**config.mk**
```make
export PLATFORM = sky130hd
export DESIGN_NAME = unified_mem_arbiter
export DESIGN_NICKNAME = d
export VERILOG_FILES = /design/src/rtl/unified_mem_arbiter.sv
export SDC_FILE = /design/constraint.sdc
export NUM_CORES = 1
export LEC_CHECK = 0
export BUFFER_PORTS_ARGS = -buffer_cell sky130_fd_sc_hd__buf_2
export CAP_MARGIN = 20
export CORE_MARGIN = 2
export CORE_UTILIZATION = 40
export CTS_CLUSTER_DIAMETER = 120
export DETAILED_ROUTE_END_ITERATION = 8
export PLACE_DENSITY = 0.68
export SKIP_CTS_REPAIR_TIMING = 1
export SYNTH_ARGS = -nofsm -noshare
export SYNTH_HDL_FRONTEND = slang
export SYNTH_SLANG_ARGS = --single-unit
```
**constraint.sdc**
```tcl
create_clock -name clk -period 2.25 [get_ports clk]
set_clock_uncertainty 0.15 [all_clocks]
set_input_delay 0.675 -clock clk [delete_from_list [all_inputs] [get_ports clk]]
set_output_delay 0.675 -clock clk [all_outputs]
set_load 0.05 [all_outputs]
```
**src/rtl/unified_mem_arbiter.sv**
```systemverilog
// Arbiter for the shared single-ported instruction/data memory. It grants IF or
// MEM for MEM_LAT cycles, pulses the matching done, and guards fetch against starvation.
module unified_mem_arbiter #(
  parameter int MEM_LAT    = 1,
  parameter int MAX_STREAK = 2,
  parameter int CNT_W      = 4
) (
  input  logic       clk,
  input  logic       rst,
  input  logic       if_req,
  input  logic       mem_req,
  input  logic       mem_wr,
  output logic       addr_sel,
  output logic       mem_en,
  output logic       mem_we,
  output logic       if_done,
  output logic       mem_done,
  output logic       stall_if,
  output logic       stall_mem,
  output logic [1:0] dbg_state
);

  typedef enum logic [1:0] {
    IDLE      = 2'd0,
    SERVE_IF  = 2'd1,
    SERVE_MEM = 2'd2
  } state_t;

  localparam logic [CNT_W-1:0] LAT_LAST   = CNT_W'(MEM_LAT - 1);
  localparam logic [CNT_W-1:0] STREAK_MAX = CNT_W'(MAX_STREAK);

  state_t           state_q, state_d;
  logic [CNT_W-1:0] lat_q, lat_d;
  logic [CNT_W-1:0] streak_q, streak_d;
  logic             we_q, we_d;
  logic             addr_sel_q, mem_en_q, mem_we_q, if_done_q, mem_done_q;
  logic             addr_sel_d, mem_en_d, mem_we_d, if_done_d, mem_done_d;

  always_comb begin
    state_d  = state_q;
    lat_d    = lat_q;
    streak_d = streak_q;
    we_d     = we_q;
    case (state_q)
      IDLE: begin
        if (!if_req) streak_d = '0;
        // MEM is the older instruction and wins unless fetch has waited MAX_STREAK grants.
        if (mem_req && !(if_req && streak_q == STREAK_MAX)) begin
          state_d = SERVE_MEM;
          lat_d   = '0;
          we_d    = mem_wr;
          if (if_req && streak_q < STREAK_MAX) streak_d = streak_q + CNT_W'(1);
        end else if (if_req) begin
          state_d  = SERVE_IF;
          lat_d    = '0;
          streak_d = '0;
        end
      end
      SERVE_IF, SERVE_MEM: begin
        if (lat_q == LAT_LAST) state_d = IDLE;
        else                   lat_d   = lat_q + CNT_W'(1);
      end
      default: state_d = IDLE;
    endcase

    // Outputs are registered from next-state so they line up with the grant cycle.
    addr_sel_d = (state_d == SERVE_MEM);
    mem_en_d   = (state_d != IDLE);
    mem_we_d   = (state_d == SERVE_MEM) && we_d;
    if_done_d  = (state_d == SERVE_IF)  && (lat_d == LAT_LAST);
    mem_done_d = (state_d == SERVE_MEM) && (lat_d == LAT_LAST);
  end

  always_ff @(posedge clk) begin
    if (!rst) begin
      state_q    <= IDLE;
      lat_q      <= '0;
      streak_q   <= '0;
      we_q       <= 1'b0;
      addr_sel_q <= 1'b0;
      mem_en_q   <= 1'b0;
      mem_we_q   <= 1'b0;
      if_done_q  <= 1'b0;
      mem_done_q <= 1'b0;
    end else begin
      state_q    <= state_d;
      lat_q      <= lat_d;
      streak_q   <= streak_d;
      we_q       <= we_d;
      addr_sel_q <= addr_sel_d;
      mem_en_q   <= mem_en_d;
      mem_we_q   <= mem_we_d;
      if_done_q  <= if_done_d;
      mem_done_q <= mem_done_d;
    end
  end

  assign addr_sel  = addr_sel_q;
  assign mem_en    = mem_en_q;
  assign mem_we    = mem_we_q;
  assign if_done   = if_done_q;
  assign mem_done  = mem_done_q;
  assign stall_if  = if_req  & ~if_done_q;
  assign stall_mem = mem_req & ~mem_done_q;
  assign dbg_state = state_q;

endmodule
```
Yosys cells after proc, flatten, opt, wreduce, memory -nomap -nowiden
Cells that the tools add are included.
Word-level totals
  register bits: 16
  input bits: 5
  output and inout port bits: 9
  word-level logic and storage cells: 47
Operators by class
  $add $sub $neg: 2
  $lt $le $gt $ge: 1
  eq/ne operators: 5
  multiplexer cells: 14
  bitwise gates (word level): 4
  reductions and logical operators: 12
Operator list (number)
  $mux W4: 7
  $add A4 B1 Y4 const B: 2
  $logic_not A4 Y1: 2
  $pmux W4 S2: 1
  $logic_and A1 B1 Y1: 6
  $mux W2: 3
  $eq A2 B1 Y1 const B: 2
  $eq A2 B2 Y1 const B: 2
  $eq A4 B2 Y1 const B: 1
  $lt A4 B2 Y1 const B: 1
  $pmux W2 S2: 1
  $and A1 B1 Y1: 2
  $logic_not A2 Y1: 1
  $mux W1: 2
  $not A1 Y1: 2
  $reduce_bool A2 Y1: 1
  $reduce_or A2 Y1: 1
  $logic_not A1 Y1: 1

Logic depth before layout (Yosys ltp)
Gate-level depths: netlist (run 1).
  word-level depth: 8
  depth in mapped cells: 7
  depth with buffers taken out: 6

Worst setup path after synthesis (run 1)
No wires, ideal clock.
  path kind: input-to-output
  start: input if_req
  end: output stall_if
  arrival: 1.382 ns
  slack: 0.043 ns
  cell stages on the path: 1
  cells stage by stage: nor2b_1
On the way
  cells in the longest elaborated chain, start to end: 1
RTL lines
  start: declaration: line 10  | input logic if_req,
  $and A1 B1 Y1: line 103  | assign stall_if = if_req & ~if_done_q;
  end: declaration: line 18  | output logic stall_if,
No other way between the ends.

Worst setup path in the final report (run 1)
  start: input mem_req
  end: output stall_mem
On the way
  cells in the longest elaborated chain, start to end: 1
RTL lines
  start: declaration: line 11  | input logic mem_req,
  $and A1 B1 Y1: line 104  | assign stall_mem = mem_req & ~mem_done_q;
  end: declaration: line 19  | output logic stall_mem,
No other way between the ends.

==> report_table.html, run 1 <==
<table>
<tr><th>Metric</th><th>Value</th></tr>
<tr><th colspan="2">Status</th></tr>
<tr><td>Status</td><td>completed</td></tr>
<tr><th colspan="2">Die</th></tr>
<tr><td>Die area</td><td>2590 um2</td></tr>
<tr><td>Horizontal die dimension</td><td>between 50 and 60 um</td></tr>
<tr><td>Top Ports</td><td>14</td></tr>
<tr><td>Number of rows in the core area</td><td>16</td></tr>
<tr><td>Die Ht</td><td>~51 um</td></tr>
<tr><td>Starting Density</td><td>43.5%</td></tr>
<tr><td>Area of the core region</td><td>a little over 2000 um2</td></tr>
<tr><th colspan="2">Job</th></tr>
<tr><td>Max_cap viols</td><td>0</td></tr>
<tr><th colspan="2">Critical path</th></tr>
<tr><td>Type of the worst setup path</td><td>in2out</td></tr>
<tr><td>Worst setup SP type</td><td>input port</td></tr>
<tr><td>CP Data Required Time</td><td>around 1.4 ns</td></tr>
<tr><td>Nature of the critical path endpoint</td><td>output pin</td></tr>
<tr><td>Critical Path AT</td><td>1.21 ns</td></tr>
<tr><td>Critical Path Fanout Max</td><td>6</td></tr>
<tr><th colspan="2">Route</th></tr>
<tr><td>Count of unresolved DRC violations after routing</td><td>0</td></tr>
<tr><td>DRC violation total after the first TritonRoute iteration</td><td>7</td></tr>
<tr><td>Drt first pass iters</td><td>4</td></tr>
<tr><td>Detail-routed net length per standard cell</td><td>11.9 um</td></tr>
<tr><td>DRT antenna net count</td><td>0</td></tr>
<tr><td>Via density</td><td>a little over 5</td></tr>
<tr><td>Via Count</td><td>756</td></tr>
<tr><td>Wire length after detailed routing</td><td>1740 um</td></tr>
<tr><th colspan="2">Power</th></tr>
<tr><td>Clock power frac</td><td>about 30%</td></tr>
<tr><td>Power density over the cells</td><td>623 nW/um2</td></tr>
<tr><td>Share of power burned in registers</td><td>between 40% and 50%</td></tr>
<tr><td>Power dissipated by switching net loads</td><td>between 0.15 and 0.2 mW</td></tr>
<tr><td>Max rail drop VDD</td><td>approximately 0.39 mV</td></tr>
<tr><td>Internal power of the cells</td><td>0.444 mW</td></tr>
<tr><td>Combinational share of power</td><td>about 23%</td></tr>
<tr><td>Switching share of total power</td><td>between 30% and 40%</td></tr>
<tr><td>Leak Pwr</td><td>approximately 0.47 nW</td></tr>
<tr><th colspan="2">Final layout</th></tr>
<tr><td>NumNets Final</td><td>roughly 130</td></tr>
<tr><td>Non-filler instance count after layout</td><td>146</td></tr>
<tr><td>Inserted Diodes</td><td>0</td></tr>
<tr><td>Share of post-route cells with drive strength above 1</td><td>a little under a quarter</td></tr>
<tr><td>Synth-to-Final Area Change</td><td>17.1%</td></tr>
<tr><th colspan="2">Synthesis</th></tr>
<tr><td>Synthesized area divided by synthesized cell count</td><td>~8.7 um2</td></tr>
<tr><td>Synthesized Nets</td><td>approximately 110</td></tr>
<tr><td>Syn. warnings</td><td>0</td></tr>
<tr><td>Async SR Flop Fraction</td><td>0%</td></tr>
<tr><td>Netlist area before placement</td><td>approximately 880 um2</td></tr>
<tr><td>Leading area contributor after synthesis</td><td>sky130_fd_sc_hd__dfxtp_1</td></tr>
<tr><td>Post-synthesis sequential element count</td><td>16</td></tr>
<tr><td>Sequential cell area fraction in the yosys report</td><td>a little over a third</td></tr>
<tr><td>Count of flip-flops with a built-in enable after synthesis</td><td>0</td></tr>
<tr><td>Leading cell types by total area after synthesis</td><td>sky130_fd_sc_hd__dfxtp_1, sky130_fd_sc_hd__ha_1, sky130_fd_sc_hd__inv_1</td></tr>
<tr><td>Number of standard cells after synthesis</td><td>~100</td></tr>
<tr><td>Most instantiated library cell after synthesis</td><td>sky130_fd_sc_hd__dfxtp_1</td></tr>
<tr><td>Top cells by count, synth</td><td>sky130_fd_sc_hd__dfxtp_1, sky130_fd_sc_hd__inv_1, sky130_fd_sc_hd__nand2_1</td></tr>
<tr><td>Leading register cell type out of synthesis</td><td>sky130_fd_sc_hd__dfxtp_1</td></tr>
<tr><td>Number of different library cells in the post-synthesis netlist</td><td>36</td></tr>
<tr><td>Fraction of synthesized cell area taken by the top area cell type</td><td>a little over a third</td></tr>
<tr><th colspan="2">STA</th></tr>
<tr><td>Setup TNS Final</td><td>0 ns</td></tr>
<tr><td>Min Clock Period, post-route</td><td>~2.0 ns</td></tr>
<tr><td>Unrepaired setup endpoints after global routing</td><td>false</td></tr>
<tr><td>Slew at the pin closest to its max-slew limit</td><td>~0.32 ns</td></tr>
<tr><td>Part of the cycle the worst path needs</td><td>around 90%</td></tr>
<tr><td>Final count of negative-setup-slack endpoints</td><td>0</td></tr>
<tr><td>Final Hold Vio Count</td><td>0</td></tr>
<tr><td>Pins Over Slew Limit</td><td>0</td></tr>
<tr><td>Worst slew margin relative to its limit</td><td>78.4%</td></tr>
<tr><td>Fmax achieved</td><td>0.493 GHz</td></tr>
<tr><th colspan="2">Clock tree</th></tr>
<tr><td>Root Buffer</td><td>sky130_fd_sc_hd__clkbuf_4</td></tr>
<tr><td>Largest buffer count on any clock path</td><td>2</td></tr>
<tr><td>Clock-pin slew on the worst setup and hold paths</td><td>0.09 ns</td></tr>
<tr><td>Clock tree from TritonCTS</td><td>built</td></tr>
<tr><td># H-tree levels</td><td>1</td></tr>
<tr><td>Skew-Pair Late Insertion Delay</td><td>0.29 ns</td></tr>
<tr><td>Number of buffers created by CTS</td><td>3</td></tr>
<tr><td>Number of sinks handled by clock tree synthesis</td><td>16</td></tr>
<tr><th colspan="2">GRT</th></tr>
<tr><td>Maximum number of pins on one net before global-route repair</td><td>10</td></tr>
<tr><td>Global-route wire length before repair</td><td>between 2000 and 3000 um</td></tr>
<tr><td>Congestion Overflow GR</td><td>0</td></tr>
<tr><td>Number of antenna violations at the first check in global routing</td><td>0</td></tr>
<tr><td>Global Route Usage Sum</td><td>between 10% and 20%</td></tr>
<tr><td>Via count of the first global-routing pass</td><td>~650</td></tr>
<tr><th colspan="2">Placed design</th></tr>
<tr><td>Detailed placement HPWL</td><td>1340 um</td></tr>
<tr><td>Count of input and output buffers</td><td>13</td></tr>
<tr><td>RePlAce Congestion</td><td>0.811</td></tr>
<tr><td>Number of cells after detailed placement</td><td>approximately 140</td></tr>
<tr><th colspan="2">Hold path</th></tr>
<tr><td>Worst Hold Class</td><td>reg2reg</td></tr>
</table>
==> critical path, stage by stage <==
cell	delay [ns]
sky130_fd_sc_hd__buf_2	0.13
sky130_fd_sc_hd__nor2b_1	0.13
sky130_fd_sc_hd__buf_2	0.26
==> layout make-up <==
| type | instances | area [um2] |
|---|---|---|
| fillers | 203 | 992 |
| multi-input cells | 74 | 518 |
| flip-flops and latches | 16 | 320 |
| repair buffers | 16 | 87.6 |
| clock buffers | 4 | 36.3 |
| inverters | 9 | 33.8 |
| well taps | 27 | 33.8 |
==> path summary, 6_finish.rpt <==
| kind | slack (ns) | from | endpoint | cells after the start |
|---|---|---|---|---|
| worst max register to register | 0.25 | dbg_state[1] | mem_done | 7 |
| worst min-delay path | 0.35 | streak_q[3] | streak_q[3] | 2 |
| worst max-delay path | 0.22 | mem_req | stall_mem | 3 |
| worst min register to register | 0.35 | streak_q[3] | streak_q[3] | 2 |
==> registers in the layout, indices dropped and copies added, names as in the netlist <==
name / count
mem_en: 1
mem_done: 1
if_done: 1
we_q: 1
dbg_state: 2
mem_we: 1
streak_q: 4
lat_q: 4
addr_sel: 1
==> stage by stage <==
stage	cell area, um2	setup slack (ns)	util, %	hold WS [ns]	power, mW
2_1_floorplan	880	0.0426	-	0.302	0.416
3_3_place_gp	993	0.246	49.1	0.326	0.455
3_5_place_dp	993	0.211	49.1	0.330	0.456
4_1_cts	1030	0.211	50.9	0.345	0.650
5_1_grt	1030	0.0869	50.9	0.386	0.672
6_report	1030	0.220	50.9	0.345	0.642
==> power groups by stage <==
stage               Combinational (mW)  Sequential, mW  Clock [mW]
floorplan                       0.0702           0.346           0
global placement                 0.147           0.308           0
detailed placement               0.148           0.308           0
CTS                              0.149           0.302       0.199
global route                     0.161           0.303       0.208
finish                           0.149           0.302       0.192
==> metal layers <==
metal  global-route usage [%]  share of wire [%]  vias up
met5                        0                  0        -
met4                     1.35               0.57        0
met3                     6.14                4.1        2
met2                     23.5                 45       18
met1                     19.3                 51      347
li1                         -                  -      389
==> cell families after synthesis <==
logic type               after synthesis  share of synthesized area (%)
AND/OR/NAND/NOR                       43                           30.2
AO/OA/AOI/OAI                         22                           16.6
flip-flops                            16                           36.4
buffers and inverters                 11                           4.69
adder cells (fa/ha/maj)                6                           8.53
multiplexers                           3                           3.56
==> layout by cell type (no fill, tap or decap), types with 2 or more instances in the layout <==
| master | n |
|---|---|
| sky130_fd_sc_hd__dfxtp_1 | 16 |
| sky130_fd_sc_hd__buf_2 | 13 |
| sky130_fd_sc_hd__inv_1 | 9 |
| sky130_fd_sc_hd__nand2_1 | 9 |
| sky130_fd_sc_hd__nor2_1 | 6 |
| sky130_fd_sc_hd__ha_1 | 6 |
| sky130_fd_sc_hd__a21oi_1 | 5 |
| sky130_fd_sc_hd__nor2b_1 | 4 |
| sky130_fd_sc_hd__o21ai_0 | 4 |
| sky130_fd_sc_hd__a21boi_0 | 4 |
| sky130_fd_sc_hd__nand3_1 | 3 |
| sky130_fd_sc_hd__nand2b_1 | 3 |
| sky130_fd_sc_hd__clkbuf_4 | 3 |
| sky130_fd_sc_hd__buf_4 | 3 |
| sky130_fd_sc_hd__nand3b_1 | 2 |
| sky130_fd_sc_hd__and2_1 | 2 |
| sky130_fd_sc_hd__a21o_1 | 2 |
| sky130_fd_sc_hd__o211ai_1 | 2 |
| sky130_fd_sc_hd__mux2i_1 | 2 |
| sky130_fd_sc_hd__nor4_1 | 2 |
(Power assumes the default switching activity.)
==> inputs of run 2 (changes only) <==
ABC_AREA = 1   (was default)
SLEW_MARGIN = 20   (was default)
==> run 2 against run 1 <==
Compared with the run above:
- total power is 11% lower
- final cell count increased by 13%
- flip-flop and latch count unchanged
- register-to-register slack improved by 0.35 ns
- critical endpoint is now stall_if
- largest cell class unchanged
==> report_table.html, run 2 <==
<table>
<tr><th>Metric</th><th>Value</th></tr>
<tr><th colspan="2">Status</th></tr>
<tr><td>Status</td><td>completed</td></tr>
<tr><th colspan="2">Die</th></tr>
<tr><td>Die area</td><td>2530 um2 (-2.5%)</td></tr>
<tr><td>Horizontal die dimension</td><td>50.3 um (-1.3%)</td></tr>
<tr><td>Area of the core region</td><td>1980 um2 (-2.0%)</td></tr>
<tr><td>Starting Density</td><td>43.2% (-0.32 points)</td></tr>
<tr><td>Number of rows in the core area</td><td>16 (unchanged)</td></tr>
<tr><td>Top Ports</td><td>14 (unchanged)</td></tr>
<tr><td>Die Ht</td><td>50.3 um (-1.3%)</td></tr>
<tr><th colspan="2">Synthesis</th></tr>
<tr><td>Leading cell types by total area after synthesis</td><td>sky130_fd_sc_hd__dfxtp_1, sky130_fd_sc_hd__nand2_1, sky130_fd_sc_hd__ha_1</td></tr>
<tr><td>Number of different library cells in the post-synthesis netlist</td><td>19 (-47%)</td></tr>
<tr><td>Post-synthesis sequential element count</td><td>16 (unchanged)</td></tr>
<tr><td>Sequential cell area fraction in the yosys report</td><td>37.4% (+1.0 points)</td></tr>
<tr><td>Leading register cell type out of synthesis</td><td>sky130_fd_sc_hd__dfxtp_1</td></tr>
<tr><td>Most instantiated library cell after synthesis</td><td>sky130_fd_sc_hd__nand2_1</td></tr>
<tr><td>Syn. warnings</td><td>0 (unchanged)</td></tr>
<tr><td>Netlist area before placement</td><td>856 um2 (-2.7%)</td></tr>
<tr><td>Count of flip-flops with a built-in enable after synthesis</td><td>0 (unchanged)</td></tr>
<tr><td>Top cells by count, synth</td><td>sky130_fd_sc_hd__nand2_1, sky130_fd_sc_hd__inv_1, sky130_fd_sc_hd__dfxtp_1</td></tr>
<tr><td>Synthesized Nets</td><td>133 (+19%)</td></tr>
<tr><td>Fraction of synthesized cell area taken by the top area cell type</td><td>37.4% (+1.0 points)</td></tr>
<tr><td>Leading area contributor after synthesis</td><td>sky130_fd_sc_hd__dfxtp_1</td></tr>
<tr><td>Async SR Flop Fraction</td><td>0% (unchanged)</td></tr>
<tr><td>Number of standard cells after synthesis</td><td>122 (+21%)</td></tr>
<tr><td>Synthesized area divided by synthesized cell count</td><td>7.01 um2 (-19%)</td></tr>
<tr><th colspan="2">Critical path</th></tr>
<tr><td>CP Data Required Time</td><td>1.42 ns (about the same)</td></tr>
<tr><td>Cells on worst reg2reg path</td><td>9 (+2)</td></tr>
<tr><td>Critical Path Fanout Max</td><td>6 (unchanged)</td></tr>
<tr><td>Critical register-to-register path startpoint</td><td>dbg_state[0]</td></tr>
<tr><td>Source of the critical timing path</td><td>if_req</td></tr>
<tr><td>Critical Path AT</td><td>1.19 ns (-0.02 ns)</td></tr>
<tr><td>Nature of the critical path endpoint</td><td>output pin</td></tr>
<tr><td>Worst setup SP type</td><td>input port</td></tr>
<tr><td>Endpoint of the worst setup timing path</td><td>stall_if</td></tr>
<tr><td>Type of the worst setup path</td><td>in2out</td></tr>
<tr><td>Register-to-register path setup slack</td><td>0.60 ns (+0.35 ns)</td></tr>
<tr><td>Reg-to-reg endpoint</td><td>mem_done</td></tr>
<tr><th colspan="2">STA</th></tr>
<tr><td>Worst slew margin relative to its limit</td><td>80.0% (+1.5 points)</td></tr>
<tr><td>Part of the cycle the worst path needs</td><td>89.7% (-0.50 points)</td></tr>
<tr><td>Slew at the pin closest to its max-slew limit</td><td>0.299 ns (-0.0215 ns)</td></tr>
<tr><td>Final Hold Vio Count</td><td>0 (unchanged)</td></tr>
<tr><td>Pins Over Slew Limit</td><td>0 (unchanged)</td></tr>
<tr><td>Setup TNS Final</td><td>0 ns (unchanged)</td></tr>
<tr><td>Unrepaired setup endpoints after global routing</td><td>false</td></tr>
<tr><td>Final count of negative-setup-slack endpoints</td><td>0 (unchanged)</td></tr>
<tr><td>Min Clock Period, post-route</td><td>2.02 ns (-0.0113 ns)</td></tr>
<tr><td>Fmax achieved</td><td>0.495 GHz (+0.56%)</td></tr>
<tr><th colspan="2">Final layout</th></tr>
<tr><td>Inserted Diodes</td><td>0 (unchanged)</td></tr>
<tr><td>NumNets Final</td><td>151 (+15%)</td></tr>
<tr><td>Share of post-route cells with drive strength above 1</td><td>21.7% (-0.95 points)</td></tr>
<tr><td>Synth-to-Final Area Change</td><td>14.2%</td></tr>
<tr><td>Commonest non-fill, non-tap cell in the layout</td><td>sky130_fd_sc_hd__nand2_1</td></tr>
<tr><td>Fill cells</td><td>207 (+2.0%)</td></tr>
<tr><td>Commonest non-fill, non-tap cells in the layout</td><td>sky130_fd_sc_hd__nand2_1, sky130_fd_sc_hd__inv_1, sky130_fd_sc_hd__dfxtp_1</td></tr>
<tr><th colspan="2">GRT</th></tr>
<tr><td>Global Route Usage Sum</td><td>16.3% (+1.6 points)</td></tr>
<tr><td>Congestion Overflow GR</td><td>0 (unchanged)</td></tr>
<tr><td>Maximum number of pins on one net before global-route repair</td><td>10 (unchanged)</td></tr>
<tr><td>Via count of the first global-routing pass</td><td>739 (+14%)</td></tr>
<tr><td>Global-route wire length before repair</td><td>3140 um (+8.6%)</td></tr>
<tr><td>Number of antenna violations at the first check in global routing</td><td>0 (unchanged)</td></tr>
<tr><th colspan="2">Route</th></tr>
<tr><td>Wire length after detailed routing</td><td>1740 um (-0.46%)</td></tr>
<tr><td>DRC violation total after the first TritonRoute iteration</td><td>9 (+2)</td></tr>
<tr><td>Routed metal-1 wire length</td><td>821 um (-6.8%)</td></tr>
<tr><td>DRT antenna net count</td><td>0 (unchanged)</td></tr>
<tr><td>Via density</td><td>4.65 (-10%)</td></tr>
<tr><td>Drt first pass iters</td><td>4 (unchanged)</td></tr>
<tr><td>Via Count</td><td>768 (+1.6%)</td></tr>
<tr><td>Detail-routed net length per standard cell</td><td>10.5 um (-12%)</td></tr>
<tr><td>Routed wl met3</td><td>76 um (+7.0%)</td></tr>
<tr><td>Count of unresolved DRC violations after routing</td><td>0 (unchanged)</td></tr>
<tr><td>Met2 wire length</td><td>827 um (+5.8%)</td></tr>
<tr><td>Top routing layer in use</td><td>met4</td></tr>
<tr><th colspan="2">Power</th></tr>
<tr><td>Total power consumption of the routed design</td><td>0.574 mW (-11%)</td></tr>
<tr><td>Power density over the cells</td><td>587 nW/um2 (-5.9%)</td></tr>
<tr><td>Max rail drop VDD</td><td>0.422 mV (+8.5%)</td></tr>
<tr><td>Leak Pwr</td><td>0.524 nW (+11%)</td></tr>
<tr><th colspan="2">Clock tree</th></tr>
<tr><td>Number of buffers created by CTS</td><td>3 (unchanged)</td></tr>
<tr><td>Skew-Pair Late Insertion Delay</td><td>0.28 ns (about the same)</td></tr>
<tr><td># H-tree levels</td><td>1 (unchanged)</td></tr>
<tr><td>Number of sinks handled by clock tree synthesis</td><td>16 (unchanged)</td></tr>
<tr><td>Clock tree from TritonCTS</td><td>built</td></tr>
<tr><td>Root Buffer</td><td>sky130_fd_sc_hd__clkbuf_4</td></tr>
<tr><td>Largest buffer count on any clock path</td><td>2 (unchanged)</td></tr>
<tr><td>Clock-pin slew on the worst setup and hold paths</td><td>0.08 ns (about the same)</td></tr>
<tr><th colspan="2">Placed design</th></tr>
<tr><td>Count of input and output buffers</td><td>13 (unchanged)</td></tr>
<tr><td>RePlAce Congestion</td><td>0.823 (+1.5%)</td></tr>
<tr><td>Detailed placement HPWL</td><td>1340 um (+0.64%)</td></tr>
<tr><th colspan="2">Hold path</th></tr>
<tr><td>WHS Path Cells</td><td>2 (unchanged)</td></tr>
<tr><td>Worst Hold Class</td><td>reg2reg</td></tr>
<tr><th colspan="2">Job</th></tr>
<tr><td>Max_cap viols</td><td>0 (unchanged)</td></tr>
</table>
run 2: changes by cell type after synthesis, moves of 3 or more:
cell / before / now
sky130_fd_sc_hd__inv_1: 9 / 17
sky130_fd_sc_hd__nand2b_1: 3 / 0
sky130_fd_sc_hd__nor2_1: 6 / 12
sky130_fd_sc_hd__nand2_2: 0 / 6
sky130_fd_sc_hd__nand2_1: 9 / 30
sky130_fd_sc_hd__nand3_1: 3 / 10
sky130_fd_sc_hd__nor2_2: 0 / 3
sky130_fd_sc_hd__inv_2: 0 / 3
sky130_fd_sc_hd__nor2b_1: 4 / 0
sky130_fd_sc_hd__a21boi_0: 4 / 0
run 2: where the power goes:
| part | internal (mW) | switching, mW | total [mW] |
|---|---|---|---|
| Clock | 0.0621 | 0.0831 | 0.145 |
| Combinational | 0.0323 | 0.0947 | 0.127 |
| Sequential | 0.295 | 0.00582 | 0.301 |
| Total | 0.390 | 0.184 | 0.574 |
run 2: how the worst min path moves through the flow:
stage / from / to
after floorplan: streak_q[3] / streak_q[3]
after global placement: streak_q[3] / streak_q[3]
after detailed placement: streak_q[3] / streak_q[3]
after CTS: streak_q[3] / streak_q[3]
after global routing: streak_q[3] / streak_q[3]
final: streak_q[3] / streak_q[3]
run 2: cell families after synthesis:
kind of cell / after synthesis / synth area share, %
DFF: 16 / 37.4
AOI/OAI and AO/OA: 15 / 10.2
and+or+nand+nor: 63 / 32.3
buffers and inverters: 22 / 11.3
adders and majority gates: 6 / 8.77
run 2: per-layer routing:
layer	track usage [%]	vias to the layer above
li1	-	417
met1	19.8	337
met2	27.9	11
met3	5.65	3
met4	2.78	0
met5	0	-
run 2: worst max-delay path: stages:
cell and delay (ns):
sky130_fd_sc_hd__buf_2 0.11, sky130_fd_sc_hd__inv_2 0.07, sky130_fd_sc_hd__nor2_1 0.08, sky130_fd_sc_hd__buf_2 0.26
run 2: through the flow:
step	util, %	setup WS [ns]	std cells	hold WS [ns]	area (um2)
6_report	49.3	0.231	165	0.315	977
2_1_floorplan	-	0.0621	122	0.285	856
3_5_place_dp	48.2	0.234	162	0.305	955
4_1_cts	49.3	0.230	165	0.319	977
3_3_place_gp	48.2	0.242	162	0.303	955
5_1_grt	49.3	0.154	165	0.344	977
run 2: final cells by class:
cell class / instances / area [um2] / area share, %
multi-input combinational: 84 / 439 / 44.9
tap: 27 / 33.8 / 3.46
sequential: 16 / 320 / 32.8
timing repair buffer: 13 / 65.1 / 6.66
clock buffer: 3 / 22.5 / 2.30
inverter: 22 / 96.3 / 9.86
